File: config.mk
export PLATFORM = sky130hd
export DESIGN_NAME = neuron_seq_driver
export DESIGN_NICKNAME = d
export VERILOG_FILES = /design/src/rtl/neuron_seq_driver.sv
export SDC_FILE = /design/constraint.sdc
export NUM_CORES = 1
export LEC_CHECK = 0
export ABC_AREA = 0
export CAP_MARGIN = 20
export CORE_MARGIN = 2
export CORE_UTILIZATION = 59
export CTS_CLUSTER_DIAMETER = 60
export DETAILED_ROUTE_END_ITERATION = 16
export PLACE_DENSITY_LB_ADDON = 0.3
export SYNTH_ARGS = -nofsm -noshare
export SYNTH_HDL_FRONTEND = slang
export SYNTH_SLANG_ARGS = --single-unit
File: constraint.sdc
create_clock -name clk -period 3.8 [get_ports clk]
set_input_delay 0.76 -clock clk [delete_from_list [all_inputs] [get_ports clk]]
set_output_delay 0.76 -clock clk [all_outputs]
set_load 0.01 [all_outputs]
File: src/rtl/neuron_seq_driver.sv
// Sequencer that buffers W/X vectors, streams them into one neuron_Nbits and returns its ReLU result.
// Optional zero-skip gating of the MAC enable is built when NEURON_SEQ_ZSKIP_EN is defined.
module neuron_seq_driver #(
  parameter int WIDTH  = 8,
  parameter int DEPTH  = 16,
  parameter int ADDR_W = 4
) (
  input  logic                     clk,
  input  logic                     rst,
  input  logic                     ld_en,
  input  logic [ADDR_W-1:0]        ld_addr,
  input  logic signed [WIDTH-1:0]  ld_w,
  input  logic signed [WIDTH-1:0]  ld_x,
  input  logic                     start,
  input  logic [ADDR_W:0]          len,
  output logic                     busy,
  output logic                     n_rst,
  output logic                     n_en,
  output logic signed [WIDTH-1:0]  n_W,
  output logic signed [WIDTH-1:0]  n_X,
  input  logic signed [WIDTH-1:0]  n_out,
`ifdef NEURON_SEQ_ZSKIP_EN
  output logic [ADDR_W:0]          skip_cnt,
`endif
  output logic                     res_valid,
  input  logic                     res_ready,
  output logic signed [WIDTH-1:0]  res_data
);

  typedef enum logic [2:0] {IDLE, CLEAR, STREAM, DRAIN, DONE} state_t;

  localparam logic [ADDR_W:0] DEPTH_L = (ADDR_W+1)'(DEPTH);

  state_t                   state;
  logic [ADDR_W-1:0]        idx;
  logic [ADDR_W:0]          len_q;
  logic signed [WIDTH-1:0]  wbuf [DEPTH];
  logic signed [WIDTH-1:0]  xbuf [DEPTH];

  logic [ADDR_W-1:0]        idx_nxt;
  logic [ADDR_W-1:0]        rd_addr;
  logic signed [WIDTH-1:0]  rd_w;
  logic signed [WIDTH-1:0]  rd_x;
  logic                     rd_live;
  logic                     last_pair;

  // The MAC clear is the only combinational output so the neuron is cleared in the same cycle as rst.
  assign n_rst = rst | (state == CLEAR);

  // Outputs are registered on the transition, so the pair fetched here is the one presented next cycle.
  assign idx_nxt   = idx + 1'b1;
  assign rd_addr   = (state == STREAM) ? idx_nxt : '0;
  assign rd_w      = wbuf[rd_addr];
  assign rd_x      = xbuf[rd_addr];
  assign last_pair = ({1'b0, idx} == (len_q - 1'b1));

`ifdef NEURON_SEQ_ZSKIP_EN
  assign rd_live = (rd_w != '0) && (rd_x != '0);
`else
  assign rd_live = 1'b1;
`endif

  // Buffers carry data only and survive rst.
  always_ff @(posedge clk) begin
    if (ld_en && (state == IDLE)) begin
      wbuf[ld_addr] <= ld_w;
      xbuf[ld_addr] <= ld_x;
    end
  end

  always_ff @(posedge clk) begin
    if (rst) begin
      state     <= IDLE;
      busy      <= 1'b0;
      n_en      <= 1'b0;
      n_W       <= '0;
      n_X       <= '0;
      res_valid <= 1'b0;
      res_data  <= '0;
      idx       <= '0;
      len_q     <= '0;
`ifdef NEURON_SEQ_ZSKIP_EN
      skip_cnt  <= '0;
`endif
    end else begin
      case (state)
        IDLE: begin
          if (start) begin
            len_q <= (len > DEPTH_L) ? DEPTH_L : len;
            busy  <= 1'b1;
            state <= CLEAR;
          end
        end
        CLEAR: begin
          idx <= '0;
`ifdef NEURON_SEQ_ZSKIP_EN
          skip_cnt <= '0;
`endif
          if (len_q != '0) begin
            n_en  <= rd_live;
            n_W   <= rd_w;
            n_X   <= rd_x;
`ifdef NEURON_SEQ_ZSKIP_EN
            skip_cnt <= {{ADDR_W{1'b0}}, ~rd_live};
`endif
            state <= STREAM;
          end else begin
            n_en  <= 1'b0;
            state <= DRAIN;
          end
        end
        STREAM: begin
          if (last_pair) begin
            n_en  <= 1'b0;
            state <= DRAIN;
          end else begin
            idx  <= idx_nxt;
            n_en <= rd_live;
            n_W  <= rd_w;
            n_X  <= rd_x;
`ifdef NEURON_SEQ_ZSKIP_EN
            skip_cnt <= skip_cnt + {{ADDR_W{1'b0}}, ~rd_live};
`endif
          end
        end
        DRAIN: begin
          res_data <= n_out;
          busy     <= 1'b0;
          state    <= DONE;
        end
        DONE: begin
          // First DONE cycle raises valid; the handshake is only honoured once valid is visible.
          if (!res_valid) begin
            res_valid <= 1'b1;
          end else if (res_ready) begin
            res_valid <= 1'b0;
            state     <= IDLE;
          end
        end
        default: state <= IDLE;
      endcase
    end
  end

endmodule

==> summary.txt <==
Setup path
  – Crit start category: register
  – Worst reg2reg path endpoint: n_X[1]$_SDFFE_PP0P_
  – Flop2flop setup slack: 990 ps
  – Crit-path cells: or3b_2 -> nand2b_1 -> clkdlybuf4s50_1
  – Worst Path Arrival: 2410 ps
  – WS Path Type: register to output port
  – Crit-path slowest cell: dfxtp_1
  – R2R cell count: 7
  – FF-to-FF Start: idx[1]$_SDFFE_PP0P_
  – CP max FO: 14
  – Crit-path max cell delay: 690 ps
  – Crit end category: output port
  – Critical path data required time: 3040 ps

Placement
  – Final HPWL DP: 16.9 mm
  – Pre-CTS setup slack: 1030 ps
  – GP Congestion: 0.849
  – I/O Buffers: 65
  – Dpl cell area: 12900 sq um

Logic synthesis
  – Distinct cells, synth: 52
  – Asr flop ratio synth: 0
  – Post-synthesis sequential area ratio: 0.716
  – Ys flop type: edfxtp_1
  – Post-synth EDFFs: 256
  – Netlist area before placement: 11800 sq um
  – Compound-Gate Fraction of Synth Area: 0.108
  – Largest family of logic cells by synthesized area: compound AO/OA/AOI/OAI gates
  – Largest area contributor in the synthesized netlist: edfxtp_1
  – Synth top area cells: edfxtp_1, dfxtp_1, mux2_2
  – Post-synth top cells: edfxtp_1, mux2_2, mux2i_1
  – Post-synthesis adder-cell area fraction: 0.00212
  – Syn Inst Count: 782
  – Seq cells post-synth: 295
  – Synth Area per Inst: 15.1 sq um
  – Syn_nets: 822
  – Most frequent cell after synthesis: edfxtp_1
  – Ys Warns: 0
  – Synth Area in Simple Gates: 0.0626
  – Mux contribution to synthesized area: 0.0844
  – Post-synthesis xor/xnor area fraction: 0.00667
  – Post-synth top area share: 0.650

Floorplan
  – Die Y-Extent: 146 um
  – I/O pin count: 66
  – Die area: 21200 sq um
  – Core area: 19600 sq um
  – Initial Utilization: 0.603
  – Die Wd: 146 um
  – Row Count: 51

STA
  – Fmax: 316 MHz
  – Final min period: 3170 ps
  – Clk_skew: 7.60 ps
  – Setup Total Neg Slack: 0 ps
  – Post-route worst setup slack: 633 ps
  – Fin. Hold Viols: 0
  – Part of the cycle the worst path needs: 0.833
  – Max-slew headroom: 0.433
  – Actual slew at the worst max-slew pin: 848 ps
  – Final setup violation count: 0
  – Unrepaired setup endpoints after global routing: false
  – Max-slew violation count: 0

Status
  – Status: complete, no violations

Detailed routing
  – Max layer used: met4
  – Vias post-DR: 7425
  – Routed wire length: 28.4 mm
  – Post-route ant nets: 0
  – Pre-Repair DR Iteration Count: 5
  – WL met1: 11.0 mm
  – Post-route DRC: 0
  – Vias per cell: 6.47
  – Iteration-0 DRC Markers: 791
  – Met2 WL: 13.9 mm
  – Met3 routed WL: 2.37 mm
  – Wire per inst: 24.7 um

Clock tree
  – Root buffer cell: clkbuf_16
  – TritonCTS sink count: 295
  – Post-CTS sizing: 0
  – Clock buffer count from CTS: 29
  – Post-CTS Setup Bufs: 0
  – Maximum clock insertion buffer count: 3
  – Number of H-tree levels: 1
  – Hold Buf Count CTS: 0
  – Clock Latency Late Sink: 540 ps
  – Clk pin slew, worst setup/hold paths: 60 ps
  – CTS tree: yes

Cells and area
  – Layout cells sized above 1: 0.160
  – Final #Nets: 901
  – Final core utilization: 0.703
  – Layout overhead on the synthesized area: 16.6%
  – Area occupied by multi-input gates: 3160 sq um
  – Storage cell area: 8470 sq um
  – Finished layout cell area: 13800 sq um
  – Fill cells: 1285
  – Diode count: 0

Pwr
  – Static Leak: 4.46 nW
  – Overall power: 7.90 mW
  – Power Density: 574 nW/um^2
  – Worst vdd ir: 435 uV

Global route
  – Vias in the first global route: 7595
  – First-pass GRT wire length: 43.2 mm
  – Largest net degree at the start of global routing: 60
  – Initial antenna violation count: 0
  – GR Util All Layers: 0.265
  – Total grt overflow: 0

Worst hold path
  – Worst Hold Launch: busy$_SDFFE_PP0P_
  – Worst Hold Depth: 2
  – Path category of the worst min-delay check: register to register
  – Min-Delay Endpoint: busy$_SDFFE_PP0P_

Run
  – Number of max-cap violations: 0
how the worst max path moves through the flow:
stage                                startpoint                    to  cells past startpoint
after floorplan           state[0]$_SDFFE_PP0P_  wbuf[0][0]$_DFFE_PP_                      5
after global placement      idx[1]$_SDFFE_PP0P_   n_X[1]$_SDFFE_PP0P_                      7
after detailed placement    idx[1]$_SDFFE_PP0P_   n_X[5]$_SDFFE_PP0P_                      7
after CTS                 state[0]$_SDFFE_PP0P_                 n_rst                      3
after global routing      state[0]$_SDFFE_PP0P_                 n_rst                      3
final                     state[0]$_SDFFE_PP0P_                 n_rst                      3
cell usage in the layout, fill, tap and decap left out, drive strengths merged, types with 3 or more instances in the layout:
master	synthesis	routed
edfxtp	256	256
clkdlybuf4s50	0	65
mux2	46	46
mux2i	43	43
a21oi	39	39
dfxtp	39	39
nand2	38	38
o21ai	36	36
clkbuf	24	36
o22ai	32	32
buf	25	32
nor2	31	31
a211oi	18	18
nor2b	16	16
a31oi	15	15
a22oi	15	15
nand3	15	15
a32o	15	15
o221ai	14	14
clkinv	0	14
nor3	9	9
nand2b	6	6
xnor2	5	5
nand3b	5	5
nor3b	5	5
inv	3	4
xor2	4	4
or3	3	3
o211ai	3	3
and2	3	3
area by class of cell:
class,instances,area share
sequential,295,0.615
tap,265,0.0241
clock buffer,36,0.0568
clock inverter,17,0.00963
multi-input combinational,435,0.229
inverter,3,0.000817
timing repair buffer,97,0.0647
metal layers:
| layer | global-route usage | vias to the layer above |
|---|---|---|
| met2 | 0.445 | 400 |
| met1 | 0.347 | 3699 |
| met4 | 0.121 | 0 |
| met5 | 0 | - |
| li1 | - | 3252 |
| met3 | 0.0395 | 74 |
registers in the layout, summed over array words and instances, names as in the netlist:
name / count
xbuf: 128
state: 3
res_data: 8
len_q: 5
busy: 1
n_en: 1
wbuf: 128
n_X: 8
res_valid: 1
idx: 4
n_W: 8
per-stage QoR:
step | instances | hold WS, ps
floorplan | 782 | 445
global placement | 1095 | 450
detailed placement | 1095 | 468
CTS | 1148 | 477
global route | 1148 | 500
finish | 1148 | 473
report_power, final:
group / internal, mW / switching, mW
clock network: 1.59 / 1.15
logic: 0.582 / 0.770
registers: 3.68 / 0.134
worst max-delay path: cells and delay by family, from the launching register on:
family                 cells  cell delay, ps
buffers and inverters      1             530
flip-flops                 1             690
AND/OR/NAND/NOR            2             650
cell families (layout without fill, tap and decap cells):
| kind of cell | Yosys count | in the layout |
|---|---|---|
| multiplexers | 91 | 91 |
| flip-flops | 295 | 295 |
| AO/OA/AOI/OAI | 194 | 194 |
| buffers and inverters | 52 | 153 |
| adder cells (fa/ha/maj) | 2 | 2 |
| XOR/XNOR | 9 | 9 |
| AND/OR/NAND/NOR | 139 | 139 |
(Power assumes the default switching activity.)
